--- src/rtl/shift2d_scan_ctrl.sv ---
// Raster scan sequencer for a shift2D KxK window: issues line-store column reads,
// aligns the x-shift enable to returned data and flags each completed window.
module shift2d_scan_ctrl #(
    parameter int pX_Y_SIZES = 3,
    parameter int pIMG_W     = 28,
    parameter int pIMG_H     = 28,
    parameter int pCOORD_W   = 8
) (
    input  logic                iclk,
    input  logic                irst,
    input  logic                istart,
    input  logic                iwin_ready,
    output logic                obusy,
    output logic                odone,
    output logic                ord_en,
    output logic [pCOORD_W-1:0] ord_row,
    output logic [pCOORD_W-1:0] ord_col,
    output logic                ox_data_en,
    output logic                oy_data_en,
    output logic                owin_valid,
    output logic [pCOORD_W-1:0] owin_x,
    output logic [pCOORD_W-1:0] owin_y
);

    // state   | meaning
    // S_IDLE  | waiting for istart
    // S_SCAN  | issuing column reads band by band
    // S_DRAIN | last read in flight, waiting for its window
    // S_DONE  | one-cycle odone pulse
    typedef enum logic [1:0] {S_IDLE, S_SCAN, S_DRAIN, S_DONE} state_t;

    localparam logic [pCOORD_W-1:0] LP_COL_LAST = pCOORD_W'(pIMG_W - 1);
    localparam logic [pCOORD_W-1:0] LP_ROW_LAST = pCOORD_W'(pIMG_H - pX_Y_SIZES);
    localparam logic [pCOORD_W-1:0] LP_PRIME    = pCOORD_W'(pX_Y_SIZES - 1);

    state_t              r_state, w_state_nxt;
    logic [pCOORD_W-1:0] r_row, r_col;
    logic                r_t1_iss, r_t1_win, r_t2_win;
    logic [pCOORD_W-1:0] r_t1_x, r_t1_y, r_t2_x, r_t2_y;
    logic                w_rd, w_col_last, w_last_rd, w_win;

    assign w_rd       = (r_state == S_SCAN) && iwin_ready;
    assign w_col_last = (r_col == LP_COL_LAST);
    assign w_last_rd  = w_rd && w_col_last && (r_row == LP_ROW_LAST);
    // The first K-1 columns of a band only prime the window.
    assign w_win      = w_rd && (r_col >= LP_PRIME);

    always_ff @(posedge iclk) begin
        if (irst) begin
            r_state <= S_IDLE;
        end else begin
            r_state <= w_state_nxt;
        end
    end

    always_comb begin
        w_state_nxt = r_state;
        case (r_state)
            S_IDLE:  if (istart) w_state_nxt = S_SCAN;
            S_SCAN:  if (w_last_rd) w_state_nxt = S_DRAIN;
            S_DRAIN: if (r_t2_win && !r_t1_iss) w_state_nxt = S_DONE;
            S_DONE:  w_state_nxt = S_IDLE;
            default: w_state_nxt = S_IDLE;
        endcase
    end

    always_ff @(posedge iclk) begin
        if (irst) begin
            r_row <= '0;
            r_col <= '0;
        end else if (r_state == S_IDLE && istart) begin
            r_row <= '0;
            r_col <= '0;
        end else if (w_rd) begin
            if (w_col_last) begin
                r_col <= '0;
                r_row <= w_last_rd ? '0 : r_row + pCOORD_W'(1);
            end else begin
                r_col <= r_col + pCOORD_W'(1);
            end
        end
    end

    // Two-stage tag pipe: stage 1 meets the returned column, stage 2 marks the full window.
    always_ff @(posedge iclk) begin
        if (irst) begin
            r_t1_iss <= 1'b0;
            r_t1_win <= 1'b0;
            r_t1_x   <= '0;
            r_t1_y   <= '0;
            r_t2_win <= 1'b0;
            r_t2_x   <= '0;
            r_t2_y   <= '0;
        end else begin
            r_t1_iss <= w_rd;
            r_t1_win <= w_win;
            r_t1_x   <= w_win ? (r_col - LP_PRIME) : '0;
            r_t1_y   <= w_win ? r_row : '0;
            r_t2_win <= r_t1_win;
            r_t2_x   <= r_t1_x;
            r_t2_y   <= r_t1_y;
        end
    end

    assign obusy      = (r_state == S_SCAN) || (r_state == S_DRAIN);
    assign odone      = (r_state == S_DONE);
    assign ord_en     = w_rd;
    assign ord_row    = r_row;
    assign ord_col    = r_col;
    assign ox_data_en = r_t1_iss;
    assign oy_data_en = 1'b0;
    assign owin_valid = r_t2_win;
    assign owin_x     = r_t2_x;
    assign owin_y     = r_t2_y;

endmodule

--- config.mk ---
export PLATFORM = sky130hd
export DESIGN_NAME = shift2d_scan_ctrl
export DESIGN_NICKNAME = d
export VERILOG_FILES = /design/src/rtl/shift2d_scan_ctrl.sv
export SDC_FILE = /design/constraint.sdc
export NUM_CORES = 1
export LEC_CHECK = 0
export CORE_ASPECT_RATIO = 1.25
export CORE_MARGIN = 1
export CORE_UTILIZATION = 45
export CTS_CLUSTER_SIZE = 24
export DETAILED_ROUTE_END_ITERATION = 10
export GPL_TIMING_DRIVEN = 1
export PLACE_DENSITY = 0.7
export RECOVER_POWER = 100
export SLEW_MARGIN = 5
export SYNTH_ARGS = -nofsm -noshare
export SYNTH_HDL_FRONTEND = slang
export SYNTH_SLANG_ARGS = --single-unit
--- constraint.sdc ---
create_clock -name iclk -period 2.1 [get_ports iclk]
set_input_delay 0.42 -clock iclk [delete_from_list [all_inputs] [get_ports iclk]]
set_output_delay 0.42 -clock iclk [all_outputs]
set_load 0.05 [all_outputs]
==> key figures, run 1 <==
Outcome
  • Status: complete, no violations

Worst hold path
  • Hold Path Depth: 1
  • Hold EP: owin_x[0]
  • HP Start: r_t1_x[0]
  • Min-Delay Path Class: register to register

Pwr
  • Sw frac: 31.21%
  • Sequential fraction of design power: 51.8%
  • Leak: 1.072 nW
  • Int Power: 1.389 mW
  • Clk pwr share: 28.1%
  • Switching pwr: 0.6299 mW
  • Comb pwr share: 20.1%
  • Power, Total: 2.019 mW
  • Peak supply drop: 0.3682 mV
  • Power per cell area: 778.6 nW/um^2

Routing
  • WL per Instance: 11.99 um
  • Drc violations: 0
  • Post-DRT Antenna Nets: 0
  • Routed WL: 3814 um
  • DRT iter0 DRCs: 48
  • Routed vias: 1533
  • Via density: 4.821
  • Drt first pass iters: 4

Synth
  • EDFF count, synth: 0
  • Syn Area/Cell: 9.835 sq um
  • Synth async-reset ratio: 0%
  • Top-area cell type share of the netlist area: 51.87%
  • Syn Nets: 222
  • Main synth FF type: dfxtp_1
  • Sequential share of the synthesized area: 51.87%
  • Warnings, synthesis: 0
  • Synth area leaders: dfxtp_1 52%, ha_1 6.1%, nor2b_1 5.5%, nor2_1 4.6%, xnor2_1 4.3%
  • Post-synthesis cell type count: 37
  • Synth Instances: 208
  • Flop and latch count out of synthesis: 53
  • Area of the mapped netlist: 2046 sq um
  • Area leader, netlist: dfxtp_1

Timing
  • Slew margin rel.: 55.96%
  • Slew at the pin closest to its max-slew limit: 0.6606 ns
  • Setup violators final: 0
  • Ratio of final minimum period to clock period: 98.00%
  • Post-route setup TNS: 0 ns
  • F_max: 0.4859 GHz
  • Min Clock Period, post-route: 2.058 ns
  • Max Clock Skew: 0.009408 ns
  • Max-slew violation count: 0
  • RSZ-0062 raised after global routing: false
  • Final hold vios: 0

Worst setup path
  • Critical R2R Launch: ord_row[5]
  • R2R cell count: 4
  • Crit Path Class: register to primary output
  • Crit path DAT: 1.64 ns
  • RR Endpoint: r_state[1]
  • Crit path max fanout: 6
  • CP Cell Sequence: clkdlybuf4s50_1
  • CP Data Required Time: 1.68 ns
  • Worst Setup Start Kind: register
  • Worst setup EP type: primary output
  • WP buf/inv: 1
  • Flop2flop setup slack: 0.21 ns
  • Top delay family on crit path: buffers and inverters
  • CP max-delay cell: clkdlybuf4s50_1
  • CP max stage delay: 0.85 ns

Job
  • Total of max-cap violations: 0

Cells and area
  • P&R area growth vs syn: 26.73%
  • Filler cells: 423
  • Diode count: 0
  • Layout net count: 273
  • Layout cells sized above 1: 10.77%

Clock tree
  • Root Buffer: clkbuf_8
  • H-tree levels: 2
  • Hold buffer count at cts: 0
  • Setup bufs post-CTS: 0
  • Num CTS Buffers: 5
  • Clock Sinks: 53
  • CTS tree: done
  • Clk_lat worst skew: 0.31 ns
  • Clock Path Buffers: 2
  • Cts repair resizes: 0
  • CTS clock-pin slew for the worst setup and hold paths: 0.10 ns

Global route
  • Vias in the first global route: 1455
  • Overall Global Routing Usage: 17.46%
  • Total gr overflow: 0
  • Initial antenna violation count: 0
  • First-pass GRT wire length: 6610 um
  • Pin count of the biggest net entering global routing: 18

Placement
  • IO Port Bufs: 40
  • Final GP Congestion: 0.8405
  • Post-detail-place hpwl: 2772 um

Floorplan
  • Initial core utilization: 46.58%
  • Die area: 4821 sq um
  • Die height: 77.39 um
  • Io pins: 42
  • Die span in x: 62.31 um
  • CORE AREA: 4392 sq um
  • FP Rows: 27
## cells in the mapped netlist (all sizes together), types with 7 or more instances
library cell	number
a21oi	10
and2	7
dfxtp	53
ha	10
inv	9
nand2	11
nor2	25
nor2b	18
xnor2	10
## cell families (layout without fill, tap and decap cells)
family          count (synthesis)  after routing  share of synthesized area [%]
other cells                     1              1                         0.1833
fa+ha+maj                      10             10                          6.116
compound gates                 20             20                          6.422
xor+xnor                       14             14                          5.994
mux                             1              1                         0.4893
simple gates                   92             92                          24.53
flops                          53             53                          51.87
buf+inv                        17             69                          4.403
## worst reg2reg max path, delay by kind of cell, from the launching register on
kind	cells	cell delay, ns
compound gates	2	0.58
flops	1	0.40
simple gates	2	0.83
## power by group through the flow
stage	logic [mW]	clock network, mW	registers [mW]
3_5_place_dp	0.434	0	1.07
6_report	0.406	0.567	1.05
5_1_grt	0.437	0.630	1.05
4_1_cts	0.436	0.576	1.05
2_1_floorplan	0.277	0	1.09
3_3_place_gp	0.429	0	1.07
## routing by layer
| layer | part of all wire [%] | GRT usage (%) | routed length, um |
|---|---|---|---|
| met1 | 47 | 22.86 | 1805 |
| met2 | 46 | 27.47 | 1740 |
| met3 | 4.6 | 3.088 | 175 |
| met5 | 0 | 0 | 0 |
| met4 | 2.4 | 9.070 | 92 |
## per-stage QoR
stage | setup slack (ns) | hold slack, ns | utilization (%) | instance area [sq um] | std cells
floorplan | -0.04583 | 0.4138 | - | 2059 | 208
global placement | -0.1500 | 0.4164 | 58.40 | 2565 | 310
detailed placement | -0.1803 | 0.4239 | 58.40 | 2565 | 310
CTS | 0.01289 | 0.4464 | 60.37 | 2651 | 318
global route | 0.0003989 | 0.4576 | 59.03 | 2592 | 318
finish | 0.04206 | 0.4422 | 59.03 | 2592 | 318
## worst max-delay path by stage
stage                    start         end  slack (ns)  cells after the start
CTS                 ord_row[5]  ord_row[5]        0.01                      1
finish              ord_row[0]  ord_row[0]        0.04                      1
floorplan           ord_col[5]  ord_row[6]       -0.05                      7
global route        ord_row[0]  ord_row[0]      0.0004                      1
global placement    iwin_ready  r_state[1]       -0.15                      5
detailed placement  iwin_ready  r_state[1]       -0.18                      5
## state kept, by name, indices dropped and copies added (netlist names)
| name | count |
|---|---|
| ord_col | 8 |
| ord_row | 8 |
| owin_x | 8 |
| owin_y | 8 |
| r_t1_x | 8 |
| r_t1_y | 8 |
| r_state | 2 |
| owin_valid | 1 |
| ox_data_en | 1 |
| r_t1_win | 1 |
## cell usage in the layout, fill, tap and decap left out, types with 3 or more instances in the layout
master,Yosys,routed
dfxtp_1,53,47
nor2_1,25,25
dlygate4sd3_1,0,25
nor2b_1,18,18
nand2_1,11,11
xnor2_1,10,10
ha_1,10,10
clkbuf_1,4,10
inv_1,9,9
a21oi_1,9,9
clkdlybuf4s50_1,0,8
buf_4,1,8
clkbuf_8,0,5
or3_1,3,4
nor3_1,4,4
xor2_1,4,4
and2_0,0,4
nand3_1,4,4
nand4_1,4,4
nor4_1,4,4
dfxtp_2,0,4
o31ai_1,3,3
and2_1,7,3
## layout make-up
cell class / instances / area [sq um] / share of cell area (%)
flip-flops and latches: 53 / 1074 / 41.41
clock buffers: 6 / 72.57 / 2.799
repair buffers: 52 / 436.7 / 16.84
well taps: 58 / 72.57 / 2.799
inverters: 9 / 33.78 / 1.303
multi-input cells: 138 / 889.6 / 34.31
clock inverters: 2 / 13.76 / 0.5309
No activity file was read; power rests on OpenSTA's default activity.
==> run 2: changes to the inputs <==
- CORE_ASPECT_RATIO: 1.25 -> not set
==> run 2 against run 1 <==
Against the previous run:
- sequential power hardly changed
- sequential cell count unchanged
- worst hold slack got worse by 0.0014 ns
- largest power group unchanged
- highest routed layer unchanged
==> key figures, run 2 (synthesized netlist as in run 1, its figures left out) <==
Worst setup path
  • CP Cell Sequence: clkdlybuf4s50_1
  • Worst Setup Start Kind: register
  • CP max-delay cell: clkdlybuf4s50_1
  • Top delay family on crit path: buffers and inverters
  • Crit Path Class: register to primary output
  • CP Data Required Time: 1.68 ns (about the same)
  • Crit path max fanout: 8 (+2)
  • Crit path DAT: 1.64 ns (about the same)
  • CP max stage delay: 0.86 ns (about the same)
  • R2R cell count: 6 (+2)
  • Worst setup EP type: primary output
  • WP buf/inv: 1 (unchanged)
  • CP Depth: 1 (unchanged)

Outcome
  • Status: complete, no violations

Routing
  • Routed vias: 1541 (+0.52%)
  • Top layer used by detailed routing: met4
  • DRT iter0 DRCs: 69 (+44%)
  • Met2 WL: 1698 um (-2.4%)
  • Drc violations: 0 (unchanged)
  • Routed WL: 3879 um (+1.7%)
  • Via density: 4.939 (+2.5%)
  • Detail Route met3 WL: 196 um (+12%)
  • Post-DRT Antenna Nets: 0 (unchanged)
  • Metal-1 WL: 1919 um (+6.3%)
  • WL per Instance: 12.43 um (+3.7%)
  • Drt first pass iters: 4 (unchanged)

Pwr
  • Peak supply drop: 0.3053 mV (-17%)
  • Power per cell area: 783.5 nW/um^2 (+0.63%)
  • Sequential fraction of design power: 51.4% (-0.4 points)
  • Power, Total: 2.036 mW (+0.87%)
  • Clk pwr share: 27.3% (-0.8 points)
  • Switching pwr: 0.6326 mW (+0.42%)
  • Comb pwr share: 21.3% (+1.2 points)
  • Sw frac: 31.07% (-0.14 points)
  • Int Power: 1.404 mW (+1.1%)
  • Leak: 1.068 nW (-0.32%)

Clock tree
  • H-tree levels: 2 (unchanged)
  • Clk_lat worst skew: 0.31 ns (about the same)
  • CTS clock-pin slew for the worst setup and hold paths: 0.09 ns (about the same)
  • CTS tree: done
  • Root Buffer: clkbuf_8
  • Clock Path Buffers: 2 (unchanged)
  • Clock Sinks: 53 (unchanged)
  • Setup bufs post-CTS: 0 (unchanged)
  • Num CTS Buffers: 5 (unchanged)

Global route
  • Vias in the first global route: 1416 (-2.7%)
  • Overall Global Routing Usage: 16.75% (-0.71 points)
  • Total gr overflow: 0 (unchanged)
  • First-pass GRT wire length: 6368 um (-3.7%)
  • Initial antenna violation count: 0 (unchanged)
  • Pin count of the biggest net entering global routing: 18 (unchanged)

Cells and area
  • Final std cells w/o fill: 312 (-1.9%)
  • Diode count: 0 (unchanged)
  • P&R area growth vs syn: 27.03%
  • Commonest non-fill, non-tap cell in the layout: dfxtp_1
  • Layout cells sized above 1: 10.77% (unchanged)
  • Layout Utilization: 59.68% (+0.65 points)
  • Commonest cells after routing, fill and taps aside: 47 x dfxtp_1, 25 x nor2_1, 24 x dlygate4sd3_1
  • Filler cells: 382 (-9.7%)
  • Design Area, Final: 2599 sq um (+0.24%)
  • Layout net count: 273 (unchanged)

Floorplan
  • Initial core utilization: 46.98% (+0.40 points)
  • Io pins: 42 (unchanged)
  • Die span in x: 69.43 um (+11%)
  • CORE AREA: 4354 sq um (-0.85%)
  • Die area: 4820 sq um (about the same)
  • Die height: 69.43 um (-10%)
  • FP Rows: 24 (-11%)

Placement
  • Cell Area, Placed: 2557 sq um (-0.29%)
  • IO Port Bufs: 40 (unchanged)
  • Placed cells: 304 (-1.9%)
  • Post-detail-place hpwl: 2823 um (+1.9%)
  • Final GP Congestion: 0.8471 (+0.79%)

Timing
  • Slew at the pin closest to its max-slew limit: 0.6748 ns (+0.01415 ns)
  • Max-slew violation count: 0 (unchanged)
  • Min Clock Period, post-route: 2.063 ns (+0.004789 ns)
  • Setup violators final: 0 (unchanged)
  • Ratio of final minimum period to clock period: 98.23% (+0.23 points)
  • F_max: 0.4848 GHz (-0.23%)
  • Final hold slack: 0.4408 ns (-0.001433 ns)
  • Final hold vios: 0 (unchanged)
  • Slew margin rel.: 55.01% (-0.94 points)
  • Max Clock Skew: 0.004065 ns (-0.005343 ns)

Worst hold path
  • Min-Delay Path Class: register to register
  • Hold Path Depth: 1 (unchanged)

Job
  • Total of max-cap violations: 0 (unchanged)
==> run 2: cell types whose count changed in the layout (fill, tap and decap cells not counted), sizes merged <==
cell / delta
buf: -1
clkdlybuf4s50: +1
clkbuf: +1
dlygate4sd3: -1
==> run 2: path summary, 6_finish.rpt <==
| path | start | end | slack [ns] |
|---|---|---|---|
| hold / removal | r_t1_x[7] | owin_x[7] | 0.44 |
| hold reg to reg | r_t1_x[7] | owin_x[7] | 0.44 |
| setup / recovery | ord_row[6] | ord_row[6] | 0.04 |
| setup reg to reg | ord_row[0] | ord_row[3] | 0.16 |
==> run 2: layout make-up <==
type	instances	area, sq um	share of cell area [%]
Clock inverter	2	13.76	0.5296
Tap cell	52	65.06	2.504
Inverter	9	33.78	1.300
Clock buffer	6	72.57	2.792
Timing Repair Buffer	52	442.9	17.04
Multi-Input combinational cell	138	897.1	34.52
Sequential cell	53	1074	41.31
==> run 2: repair_timing <==
action	CTS	global route
setup endpoints to repair	0	3
hold buffers	0	0
resized for setup	0	3
==> run 2: per-stage QoR <==
| stage | worst slack [ns] | setup TNS (ns) |
|---|---|---|
| floorplan | -0.04583 | -0.04583 |
| global placement | -0.1562 | -0.3339 |
| detailed placement | -0.2119 | -0.4183 |
| CTS | 0.01390 | 0 |
| global route | -0.02571 | -0.07129 |
| finish | 0.03727 | 0 |
==> run 2: metal layers <==
layer,GRT usage (%),vias to the layer above
met4,8.163,0
met3,3.634,8
li1,-,798
met1,22.51,692
met5,0,-
met2,25.46,43
==> run 2: power groups by stage <==
stage | Combinational [mW] | Sequential, mW | Clock [mW]
finish | 0.433 | 1.05 | 0.556
global route | 0.467 | 1.05 | 0.609
CTS | 0.439 | 1.05 | 0.570
detailed placement | 0.436 | 1.07 | 0
global placement | 0.433 | 1.07 | 0
floorplan | 0.277 | 1.09 | 0
==> run 3: changes to the inputs <==
- CTS_CLUSTER_SIZE: 24 -> 40
- SKIP_CTS_REPAIR_TIMING: not set -> 1
==> results of run 3 <==
The final DEF is identical to that of run 2; final timing and power are the same.
